## config.mk

```make
export PLATFORM = sky130hd
export DESIGN_NAME = vcache_req_arbiter
export DESIGN_NICKNAME = d
export VERILOG_FILES = /design/src/rtl/vcache_req_arbiter.sv
export SDC_FILE = /design/constraint.sdc
export NUM_CORES = 1
export LEC_CHECK = 0
export CORE_AREA = 4 4 157 159
export CTS_CLUSTER_DIAMETER = 120
export DETAILED_ROUTE_END_ITERATION = 6
export DIE_AREA = 0 0 161 163
export DONT_BUFFER_PORTS = 1
export HOLD_SLACK_MARGIN = 0.06
export PLACE_DENSITY = 0.39
export SETUP_SLACK_MARGIN = 0.2
export SLEW_MARGIN = 10
export SYNTH_ARGS = -nofsm -noshare
export SYNTH_HDL_FRONTEND = slang
export SYNTH_SLANG_ARGS = --single-unit
```

## constraint.sdc

```tcl
create_clock -name clk_i -period 12.57 [get_ports clk_i]
set_input_delay 3.771 -clock clk_i [delete_from_list [all_inputs] [get_ports clk_i]]
set_output_delay 3.771 -clock clk_i [all_outputs]
set_load 0.1 [all_outputs]
```

## src/rtl/vcache_req_arbiter.sv

```systemverilog
// Round-robin request arbiter that lets several requesters share one vcache.
// Each grant pushes the winner's index into an in-order ID FIFO. Responses
// come back in request order, so the FIFO head names the owner of each
// response. Protocol violations set a sticky error flag.
module vcache_req_arbiter #(
    parameter int num_req_p    = 4,
    parameter int addr_width_p = 32,
    parameter int data_width_p = 32,
    parameter int max_out_p    = 4
) (
    input  logic                              clk_i,
    input  logic                              reset_i,
    input  logic [num_req_p-1:0]              req_v_i,
    input  logic [num_req_p-1:0]              req_op_i,
    input  logic [num_req_p*addr_width_p-1:0] req_addr_i,
    input  logic [num_req_p*data_width_p-1:0] req_data_i,
    output logic [num_req_p-1:0]              req_ready_o,
    output logic                              cache_v_o,
    output logic                              cache_op_o,
    output logic [addr_width_p-1:0]           cache_addr_o,
    output logic [data_width_p-1:0]           cache_data_o,
    input  logic                              cache_ready_i,
    input  logic                              cache_v_i,
    input  logic [data_width_p-1:0]           cache_data_i,
    output logic                              cache_yumi_o,
    output logic [num_req_p-1:0]              resp_v_o,
    output logic [data_width_p-1:0]           resp_data_o,
    input  logic [num_req_p-1:0]              resp_yumi_i,
    output logic                              err_o
);

    localparam int IdxW = $clog2(num_req_p);
    localparam int PtrW = $clog2(max_out_p);
    localparam int CntW = PtrW + 1;

    logic [IdxW-1:0] rr_q, rr_d;
    logic [PtrW-1:0] rd_ptr_q, rd_ptr_d;
    logic [PtrW-1:0] wr_ptr_q, wr_ptr_d;
    logic [CntW-1:0] count_q, count_d;
    logic [IdxW-1:0] id_mem_q [max_out_p];
    logic [IdxW-1:0] id_mem_d [max_out_p];
    logic            err_q, err_d;

    logic            grant_ok;
    logic            found;
    logic            push;
    logic [IdxW-1:0] grant_idx;
    logic            fifo_empty;
    logic [IdxW-1:0] head_id;
    logic            pop;
    logic            err_set;

    // Round-robin search starting at rr_q; the grant is suppressed while in
    // reset, when the cache stalls, or when the registered count is full.
    always_comb begin
        int idx;
        idx       = 0;
        found     = 1'b0;
        grant_idx = '0;
        grant_ok  = ~reset_i & cache_ready_i & (count_q < CntW'(max_out_p));
        for (int k = 0; k < num_req_p; k++) begin
            idx = int'(rr_q) + k;
            if (idx >= num_req_p) idx = idx - num_req_p;
            if (!found && req_v_i[IdxW'(idx)]) begin
                found     = 1'b1;
                grant_idx = IdxW'(idx);
            end
        end
        push = found & grant_ok;
    end

    // Zero-cycle grant path: forward the winner's request, zeros otherwise.
    always_comb begin
        req_ready_o  = '0;
        cache_v_o    = push;
        cache_op_o   = 1'b0;
        cache_addr_o = '0;
        cache_data_o = '0;
        for (int i = 0; i < num_req_p; i++) begin
            if (push && grant_idx == IdxW'(i)) begin
                req_ready_o[i] = 1'b1;
                cache_op_o     = req_op_i[i];
                cache_addr_o   = req_addr_i[i*addr_width_p +: addr_width_p];
                cache_data_o   = req_data_i[i*data_width_p +: data_width_p];
            end
        end
    end

    // Route each response to the requester named at the FIFO head and flag
    // responses with no owner or consumes of a response that isn't offered.
    always_comb begin
        fifo_empty = (count_q == '0);
        head_id    = id_mem_q[rd_ptr_q];
        resp_v_o   = '0;
        if (!reset_i && cache_v_i && !fifo_empty) resp_v_o[head_id] = 1'b1;
        pop          = ~reset_i & cache_v_i & ~fifo_empty & resp_yumi_i[head_id];
        cache_yumi_o = pop;
        resp_data_o  = cache_data_i;
        err_set      = (cache_v_i & fifo_empty) | (|(resp_yumi_i & ~resp_v_o));
        err_o        = err_q;
    end

    // Next-state for pointer, ID FIFO, count and sticky error.
    always_comb begin
        rr_d     = rr_q;
        rd_ptr_d = rd_ptr_q;
        wr_ptr_d = wr_ptr_q;
        count_d  = count_q;
        id_mem_d = id_mem_q;
        err_d    = err_q | err_set;
        if (push) begin
            id_mem_d[wr_ptr_q] = grant_idx;
            wr_ptr_d           = wr_ptr_q + PtrW'(1);
            rr_d               = (grant_idx == IdxW'(num_req_p - 1)) ? '0 : grant_idx + IdxW'(1);
        end
        if (pop) rd_ptr_d = rd_ptr_q + PtrW'(1);
        if (push && !pop)      count_d = count_q + CntW'(1);
        else if (!push && pop) count_d = count_q - CntW'(1);
    end

    // Control state is reset; FIFO storage carries no reset since entries
    // are only ever read behind a valid count.
    always_ff @(posedge clk_i) begin
        if (reset_i) begin
            rr_q     <= '0;
            rd_ptr_q <= '0;
            wr_ptr_q <= '0;
            count_q  <= '0;
            err_q    <= 1'b0;
        end else begin
            rr_q     <= rr_d;
            rd_ptr_q <= rd_ptr_d;
            wr_ptr_q <= wr_ptr_d;
            count_q  <= count_d;
            err_q    <= err_d;
        end
        id_mem_q <= id_mem_d;
    end

endmodule
```

==> qor.txt, run 1 <==
status = finished clean
clock sink count = 18
PortBufs = 0
# resized after CTS = 0
IO Count = 412
gpl congestion = 0.808
top post-synthesis cells by area = nor2b_1, a221oi_1, a21oi_1
peak supply drop = 0.0579 mV
Seq/Total Area, Yosys = 11.7%
Register Area = 440 um^2
critical path class = input pin to primary output
setup violators final = 0
reg-to-reg startpoint = count_q[2]
max-cap viol count = 0
worst hold path class = flop to flop
largest net degree at the start of global routing = 77
RSZ-0062 raised after global routing = no
Multi-input gate area = 3050 um^2
synthesized area = 3770 um^2
router iterations before antenna repair = 4
Adder-Cell Fraction of Synth Area = 3.51%
Synth Warn # = 0
fillcell total = 2697
post-DR vias/cell = 4.76
min-delay src = wr_ptr_q[1]
P per Cell Area = 130 nW/um^2
post-synth top area share = 21.6%
FF+latch count, synth = 18
simple-gate share of the synthesized area = 41.7%
Worst Setup End Kind = primary output
Yosys top cell by area = nor2b_1
postcts setup bufs = 0
type of origin of the critical path = input pin
count of pins over their slew limit = 0
num rows = 56
Area after DPL = 4040 um^2
Post-synth EDFFs = 8
post-synth cell types = 36
clock slew at reported path FFs = 0.05 ns
fin nets = 820
Layout area overhead = 9.18%
Die Y = 163 um
Clock Skew = 0.00205 ns
most frequent cell after synthesis = nor2b_1
Synth async-reset ratio = 0%
share of post-route cells with drive strength above 1 = 17.6%
Detailed Route Iter0 Violations = 224
Mapped Cells = 583
root buf cell = clkbuf_16
leak pwr = 1.24 nW
flop-to-flop setup slack = 9.36 ns
clk buf depth = 2
WP data required = 8.80 ns
DRT antenna net count = 0
min cycle time layout = 10.93 ns
post-synthesis xor/xnor area fraction = 0.928%
final hold viol count = 0
final worst-path cycle share = 86.9%
first-pass GRT wire length = 23900 um
H-tree depth = 1
# DRC = 0
Die W = 161 um
net count after synthesis = 897
hpwl dp = 13300 um
Die Area = 26200 um^2
Synth Area in Compound Gates = 26.3%
number of global-route vias before repair = 3797
mux contribution to synthesized area = 2.42%
GRT overflow = 0
cts bufs inserted = 3
Worst-Skew Late Latency = 0.25 ns
Total GRT Usage = 11.4%
initial cell density of the core = 16.2%
main combinational cell family by area after synthesis = simple AND/OR/NAND/NOR gates
Post-synth top cells = nor2b_1, nor2_1, a21oi_1
Worst-Margin Slew = 1.14 ns
Mapped Avg Cell Area = 6.47 um^2
hold_buf cts = 0
DRT Wirelength = 16600 um
ys flop type = dfxtp_1
Vias = 3934
max frequency = 0.0915 GHz
CTS tree = built
TNS Setup = 0 ns
total core area = 23300 um^2
Slew Limit Headroom = 24.1%
Crit Path Max Fanout = 60
crit path from = req_v_i[0]
Arr. time, crit path = 7.16 ns
wire per inst = 20.1 um
initial antenna violation count = 1
Final Instance Area = 4120 um^2
[stage by stage]
step	cells	hold slack (ns)	utilization (%)	power, mW	setup WS (ns)
3_3_place_gp	820	0.481	17.4	0.474	1.55
2_1_floorplan	583	0.456	-	0.448	1.70
5_1_grt	824	0.529	17.7	0.572	1.29
6_report	826	0.488	17.7	0.534	1.64
3_5_place_dp	820	0.485	17.4	0.475	1.58
4_1_cts	824	0.493	17.7	0.541	1.57
[power breakdown]
group / total [mW] / leakage (nW) / switching [mW] / internal (mW)
registers: 0.0725 / 0.156 / 0.00615 / 0.0663
logic: 0.397 / 1.05 / 0.300 / 0.0973
clock network: 0.0639 / 0.0385 / 0.0216 / 0.0423
[cell usage in the layout (no fill, tap or decap), types with 7 or more instances in the layout]
cell      count
inv_1        11
nor2_2       67
and2_1        9
nor3_1       66
nor2_1        7
a221oi_1     65
a21oi_1      72
edfxtp_1      8
nand2_1       7
dfxtp_1      10
nor2b_1     130
[worst paths after layout]
kind,endpoint,cells after the start
hold reg to reg,wr_ptr_q[1],2
setup reg to reg,count_q[2],10
hold / removal,wr_ptr_q[1],2
setup / recovery,cache_addr_o[21],10
[flip-flops by register name, indices dropped and copies added (netlist names)]
register  cells
count_q       3
err_o         1
id_mem_q      8
rd_ptr_q      2
rr_q          2
wr_ptr_q      2
[area by class of cell]
class | instances | area share (%)
Antenna cell | 2 | 0.121
Clock buffer | 3 | 1.82
Clock inverter | 1 | 0.0911
Inverter | 12 | 1.09
Multi-Input combinational cell | 462 | 73.9
Sequential cell | 18 | 10.7
Tap cell | 319 | 9.69
Timing Repair Buffer | 9 | 2.55
[kinds of logic after synthesis]
logic type / Yosys count
simple gates: 297
fa+ha+maj: 10
flops: 18
buf+inv: 103
xor+xnor: 4
mux: 5
compound gates: 146
[per-layer routing]
layer  share of wire, %  GRT usage, %  vias to the layer above  routed length (um)
met5                  0             0                        -                   0
met1                 41          15.1                     1806                6880
met2                 49          19.2                      227                8150
met3                8.6          3.04                       14                1420
met4               0.92          1.05                        0                 152
li1                   -             -                     1887                   -
[critical path, stage by stage]
cell and delay [ns]:
nor2b_1 0.12, a21oi_1 0.12, o22ai_1 0.10, a21oi_1 0.66, ha_4 0.72, buf_12 0.29, a221oi_1 0.12, nor3_1 0.32
a21oi_1 0.09, nor2_2 0.82
Note: power is estimated with default switching activity, not from simulation.
==> run 2, diff against run 1 <==
CTS_CLUSTER_SIZE = 12   (was default)
GPL_TIMING_DRIVEN = 0   (was default)
==> run 2 against run 1 <==
Clock power grew 2%. Sequential share of layout area shrank 0.75 points. Power grew 12%. Critical path depth rose by 2. First-iteration DRC count increased by 36%. Clock skew down 0.00063 ns. Maximum frequency is 7.7% lower. Routed wire length rose by 28%. Sequential cell count is the same. Highest routed layer unchanged.
==> qor.txt, run 2 (same netlist as run 1, synthesis figures left out) <==
Worst-Skew Late Latency = 0.25 ns (about the same)
P per Cell Area = 135 nW/um^2 (+4.3%)
fin nets = 902 (+10%)
peak supply drop = 0.0614 mV (+6.1%)
final worst-path cycle share = 94.2% (+7.3 points)
type of origin of the critical path = input pin
switch share = 64.8% (+3.4 points)
largest delay contributor family on the critical path = buffers and inverters
Vias = 4417 (+12%)
Detailed Route Iter0 Violations = 305 (+36%)
leak pwr = 1.41 nW (+14%)
DRT antenna net count = 0 (unchanged)
largest reg by FF count = id_mem_q
DRT Wirelength = 21300 um (+28%)
Clock Skew = 0.00142 ns (-0.000635 ns)
Sw Pwr = 0.388 mW (+18%)
Total GRT Usage = 14.8% (+3.4 points)
CP dominant cell by count = a21oi_1
max reg flops = 8 (unchanged)
clock network power share = 10.9% (-1.1 points)
share of post-route cells with drive strength above 1 = 18.4% (+0.77 points)
PortBufs = 0 (unchanged)
count of pins over their slew limit = 0 (unchanged)
clock sink count = 18 (unchanged)
max-cap viol count = 0 (unchanged)
critical path class = input pin to primary output
Die Area = 26200 um^2 (unchanged)
worst hold path class = flop to flop
Critical Path Max Stage Delay = 0.84 ns (+0.02 ns)
Worst Setup End Kind = primary output
Multi-input gate area = 3000 um^2 (-1.6%)
WP data required = 8.80 ns (about the same)
most common cell after layout, fill and taps aside = nor2b_1
Hold WS = 0.499 ns (+0.0105 ns)
sequential fraction of design power = 12.1% (-1.5 points)
root buf cell = clkbuf_16
RSZ-0062 raised after global routing = no
biggest registers after layout = id_mem_q: 8 flops, count_q: 3 flops
CTS tree = built
initial antenna violation count = 3 (+2)
post-DR vias/cell = 4.86 (+2.1%)
Pint = 0.210 mW (+2.2%)
setup violators final = 0 (unchanged)
TNS Setup = 0 ns (unchanged)
fillcell total = 2772 (+2.8%)
Arr. time, crit path = 8.07 ns (+0.91 ns)
Setup WS pre-CTS = 0.464 ns (-1.12 ns)
Comb pwr share = 77.0% (+2.6 points)
IO Count = 412 (unchanged)
Slew Limit Headroom = 24.8% (+0.74 points)
postcts setup bufs = 0 (unchanged)
gpl congestion = 0.855 (+5.8%)
Register Area = 440 um^2 (unchanged)
wire per inst = 23.4 um (+16%)
total core area = 23300 um^2 (unchanged)
hpwl dp = 18000 um (+36%)
Die W = 161 um (unchanged)
Setup WS post-layout = 0.727 ns (-0.917 ns)
H-tree depth = 1 (unchanged)
min cycle time layout = 11.84 ns (+0.917 ns)
final hold viol count = 0 (unchanged)
Worst-Margin Slew = 1.13 ns (-0.0111 ns)
crit-path cells = nor2b_1, a21oi_1, o22ai_1, a21oi_1, ha_1, clkbuf_1, clkbuf_1, buf_1, a221oi_1, nor3_1, a21oi_1, nor2_2
initial cell density of the core = 16.2% (unchanged)
Die Y = 163 um (unchanged)
most frequent cells in the layout = nor2b_1, a21oi_1, nor3_1, nor2_2, a221oi_1
WP buf/inv = 3 (+2)
num rows = 56 (unchanged)
number of global-route vias before repair = 4461 (+17%)
GRT overflow = 0 (unchanged)
cts bufs inserted = 3 (unchanged)
status = finished clean
# DRC = 0 (unchanged)
clk buf depth = 2 (unchanged)
clock slew at reported path FFs = 0.05 ns (about the same)
largest net degree at the start of global routing = 12 (-84%)
router iterations before antenna repair = 5 (+1)
max frequency = 0.0844 GHz (-7.7%)
Crit Path Max Fanout = 10 (-83%)
worst-path cell with the longest stage delay = nor2_2
first-pass GRT wire length = 29600 um (+24%)
Layout area overhead = 17.4%
Final Instance Area = 4430 um^2 (+7.5%)
Area after DPL = 4340 um^2 (+7.6%)
[run 2: cell count changes in the layout (fill, tap and decap cells not counted), sizes merged]
cell,delta
buf,+30
clkbuf,+52
[run 2: worst paths after layout]
| path | start | end | slack [ns] | depth (start not counted) |
|---|---|---|---|---|
| setup reg to reg | count_q[2] | count_q[2] | 9.49 | 10 |
| setup / recovery | req_v_i[0] | cache_addr_o[31] | 0.73 | 12 |
| hold / removal | rd_ptr_q[1] | rd_ptr_q[1] | 0.50 | 1 |
| hold reg to reg | rd_ptr_q[1] | rd_ptr_q[1] | 0.50 | 1 |
[run 2: stage by stage]
stage	total power [mW]	instances	util [%]
floorplan	0.448	583	-
global placement	0.520	902	17.9
detailed placement	0.538	902	18.7
CTS	0.605	906	19.0
global route	0.639	908	19.0
finish	0.598	908	19.0
[run 2: power groups by stage]
stage                     registers [mW]  clock network [mW]  logic (mW)
final                             0.0724              0.0654       0.461
after global routing              0.0732              0.0690       0.496
after CTS                         0.0725              0.0672       0.465
after detailed placement          0.0737                   0       0.464
after global placement            0.0737                   0       0.446
after floorplan                   0.0724                   0       0.375
[run 2: area by class of cell]
type | count | share of cell area (%)
Antenna cell | 2 | 0.113
Sequential cell | 18 | 9.94
Inverter | 12 | 1.02
Clock inverter | 1 | 0.0847
Buffer | 91 | 10.4
Multi-Input combinational cell | 462 | 67.7
Tap cell | 319 | 9.01
Clock buffer | 3 | 1.69
[run 2: timing repair]
item                       CTS  global route
setup endpoints to repair    0             1
hold buffers                 0             0
gates resized for setup      0             1
[run 2: per-layer routing]
metal	vias to the layer above	part of all wire [%]	track usage (%)
met2	245	51	26.0
li1	2053	-	-
met1	2103	42	19.1
met3	16	6.7	2.91
met5	-	0	0
met4	0	1.0	2.13
==> run 3, diff against run 2 <==
CORE_AREA = 2 2 160 162   (was 4 4 157 159)
DIE_AREA = 0 0 162 164   (was 0 0 161 163)
PLACE_DENSITY = 0.38   (was 0.39)
==> run 3 against run 2 <==
Cell count increased by 1.1%. Sequential share of layout area about the same. Clock-buffer cell count unchanged. Power increased by 0.31%. Critical path depth unchanged. Die area increased by 1.2%. Via count decreased by 0.16%. Register-to-register slack improved by 0.08 ns. Critical path type unchanged. Critical endpoint is now cache_addr_o[6]. Highest routed layer unchanged.
==> qor.txt, run 3 (same netlist as run 1, synthesis figures left out) <==
cts bufs inserted = 3 (unchanged)
most common cell after layout, fill and taps aside = nor2b_1
final hold viol count = 0 (unchanged)
postcts setup bufs = 0 (unchanged)
hold_buf cts = 0 (unchanged)
router iterations before antenna repair = 4 (-1)
CP dominant cell by count = a21oi_1
post-DR vias/cell = 4.80 (-1.2%)
DRT antenna net count = 0 (unchanged)
Vias = 4410 (-0.16%)
final worst-path cycle share = 95.4% (+1.2 points)
CTS tree = built
largest delay contributor family on the critical path = buffers and inverters
Worst-Skew Late Latency = 0.25 ns (about the same)
dpl cells = 913 (+1.2%)
Hold WS = 0.501 ns (+0.00187 ns)
WP data required = 8.80 ns (about the same)
root buf cell = clkbuf_16
Crit Path Max Fanout = 10 (unchanged)
H-tree depth = 1 (unchanged)
num rows = 58 (+3.6%)
Total GRT Usage = 13.7% (-1.1 points)
P per Cell Area = 135 nW/um^2 (about the same)
Die W = 162 um (+0.62%)
peak supply drop = 0.0530 mV (-14%)
max reg flops = 8 (unchanged)
# DRC = 0 (unchanged)
Worst Setup End Kind = primary output
initial antenna violation count = 1 (-2)
TNS Setup = 0 ns (unchanged)
Area after DPL = 4360 um^2 (+0.32%)
Detailed Route Iter0 Violations = 291 (-4.6%)
wire per inst = 22.1 um (-5.7%)
Critical Path Max Stage Delay = 0.83 ns (about the same)
Setup WS post-layout = 0.581 ns (-0.146 ns)
first-pass GRT wire length = 27300 um (-7.8%)
clock sink count = 18 (unchanged)
most frequent cells in the layout = nor2b_1, a21oi_1, nor3_1, nor2_2, a221oi_1
status = finished clean
max-cap viol count = 0 (unchanged)
Tot Pwr = 0.600 mW (+0.31%)
Die Y = 164 um (+0.61%)
clock slew at reported path FFs = 0.05 ns (about the same)
leak pwr = 1.41 nW (unchanged)
WP buf/inv = 3 (unchanged)
hpwl dp = 16900 um (-6.1%)
Slew Limit Headroom = 24.1% (-0.77 points)
critical path class = input pin to primary output
RSZ-0062 raised after global routing = no
worst hold path class = flop to flop
fin nets = 902 (unchanged)
fin util = 17.9% (-1.1 points)
GRT overflow = 0 (unchanged)
PortBufs = 0 (unchanged)
Setup WS pre-CTS = 0.399 ns (-0.0648 ns)
min cycle time layout = 11.99 ns (+0.146 ns)
largest reg by FF count = id_mem_q
worst-path cell with the longest stage delay = nor2_2
Die Area = 26600 um^2 (+1.2%)
setup violators final = 0 (unchanged)
largest net degree at the start of global routing = 12 (unchanged)
Clock Skew = 0.00126 ns (-0.000158 ns)
DRT Wirelength = 20300 um (-4.6%)
number of global-route vias before repair = 4289 (-3.9%)
crit-path cells = nor2b_1, a21oi_1, o22ai_1, a21oi_1, ha_1, clkbuf_1, clkbuf_1, buf_1, a221oi_1, nor3_1, a21oi_1, nor2_2
Final Instance Area = 4440 um^2 (+0.25%)
total core area = 24800 um^2 (+6.7%)
Worst-Margin Slew = 1.14 ns (+0.0116 ns)
non-filler instance count after layout = 918 (+1.1%)
# resized after CTS = 0 (unchanged)
type of origin of the critical path = input pin
Layout area overhead = 17.7%
clk buf depth = 2 (unchanged)
max frequency = 0.0834 GHz (-1.2%)
Arr. time, crit path = 8.22 ns (+0.15 ns)
share of post-route cells with drive strength above 1 = 18.4% (unchanged)
gpl congestion = 0.882 (+3.2%)
initial cell density of the core = 15.2% (-1.0 points)
count of pins over their slew limit = 0 (unchanged)
biggest registers after layout = id_mem_q: 8 flops, count_q: 3 flops
IO Count = 412 (unchanged)
## run 3: per-layer routing
layer,global-route usage (%),part of all wire (%)
met4,3.74,2.7
met3,2.78,7.1
met2,23.9,49
met1,17.1,41
met5,0,0
## run 3: worst paths after layout
| check | start | end | slack [ns] | cells after the start |
|---|---|---|---|---|
| worst max-delay path | req_v_i[0] | cache_addr_o[6] | 0.58 | 12 |
| worst min-delay path | rd_ptr_q[1] | rd_ptr_q[1] | 0.50 | 1 |
| worst max register to register | count_q[2] | count_q[2] | 9.57 | 10 |
| worst min register to register | rd_ptr_q[1] | rd_ptr_q[1] | 0.50 | 1 |
## run 3: cell type report
type                       instances  area [um^2]
clock inverter                     1         3.75
tap                              330          413
clock buffer                       3         75.1
buffer                            91          463
sequential                        18          440
inverter                          12         45.0
fill                            2916        20400
multi-input combinational        462         3000
antenna                            1         2.50
## run 3: worst register-to-register path, stage by stage (launching register included)
cell and delay, ns:
dfxtp_1 0.34, nor2_1 0.11, nand3_1 0.25, inv_1 0.24, clkbuf_2 0.63, ha_1 0.31, inv_1 0.06, fa_1 0.38
xor2_1 0.18, or3_1 0.30, a21oi_1 0.13
## run 3: where the power goes
group	internal [mW]	leakage [nW]	switching (mW)	total [mW]
clock	0.0423	0.0385	0.0221	0.0644
combinational	0.102	1.22	0.362	0.464
sequential	0.0663	0.156	0.00600	0.0723
total	0.211	1.41	0.390	0.600
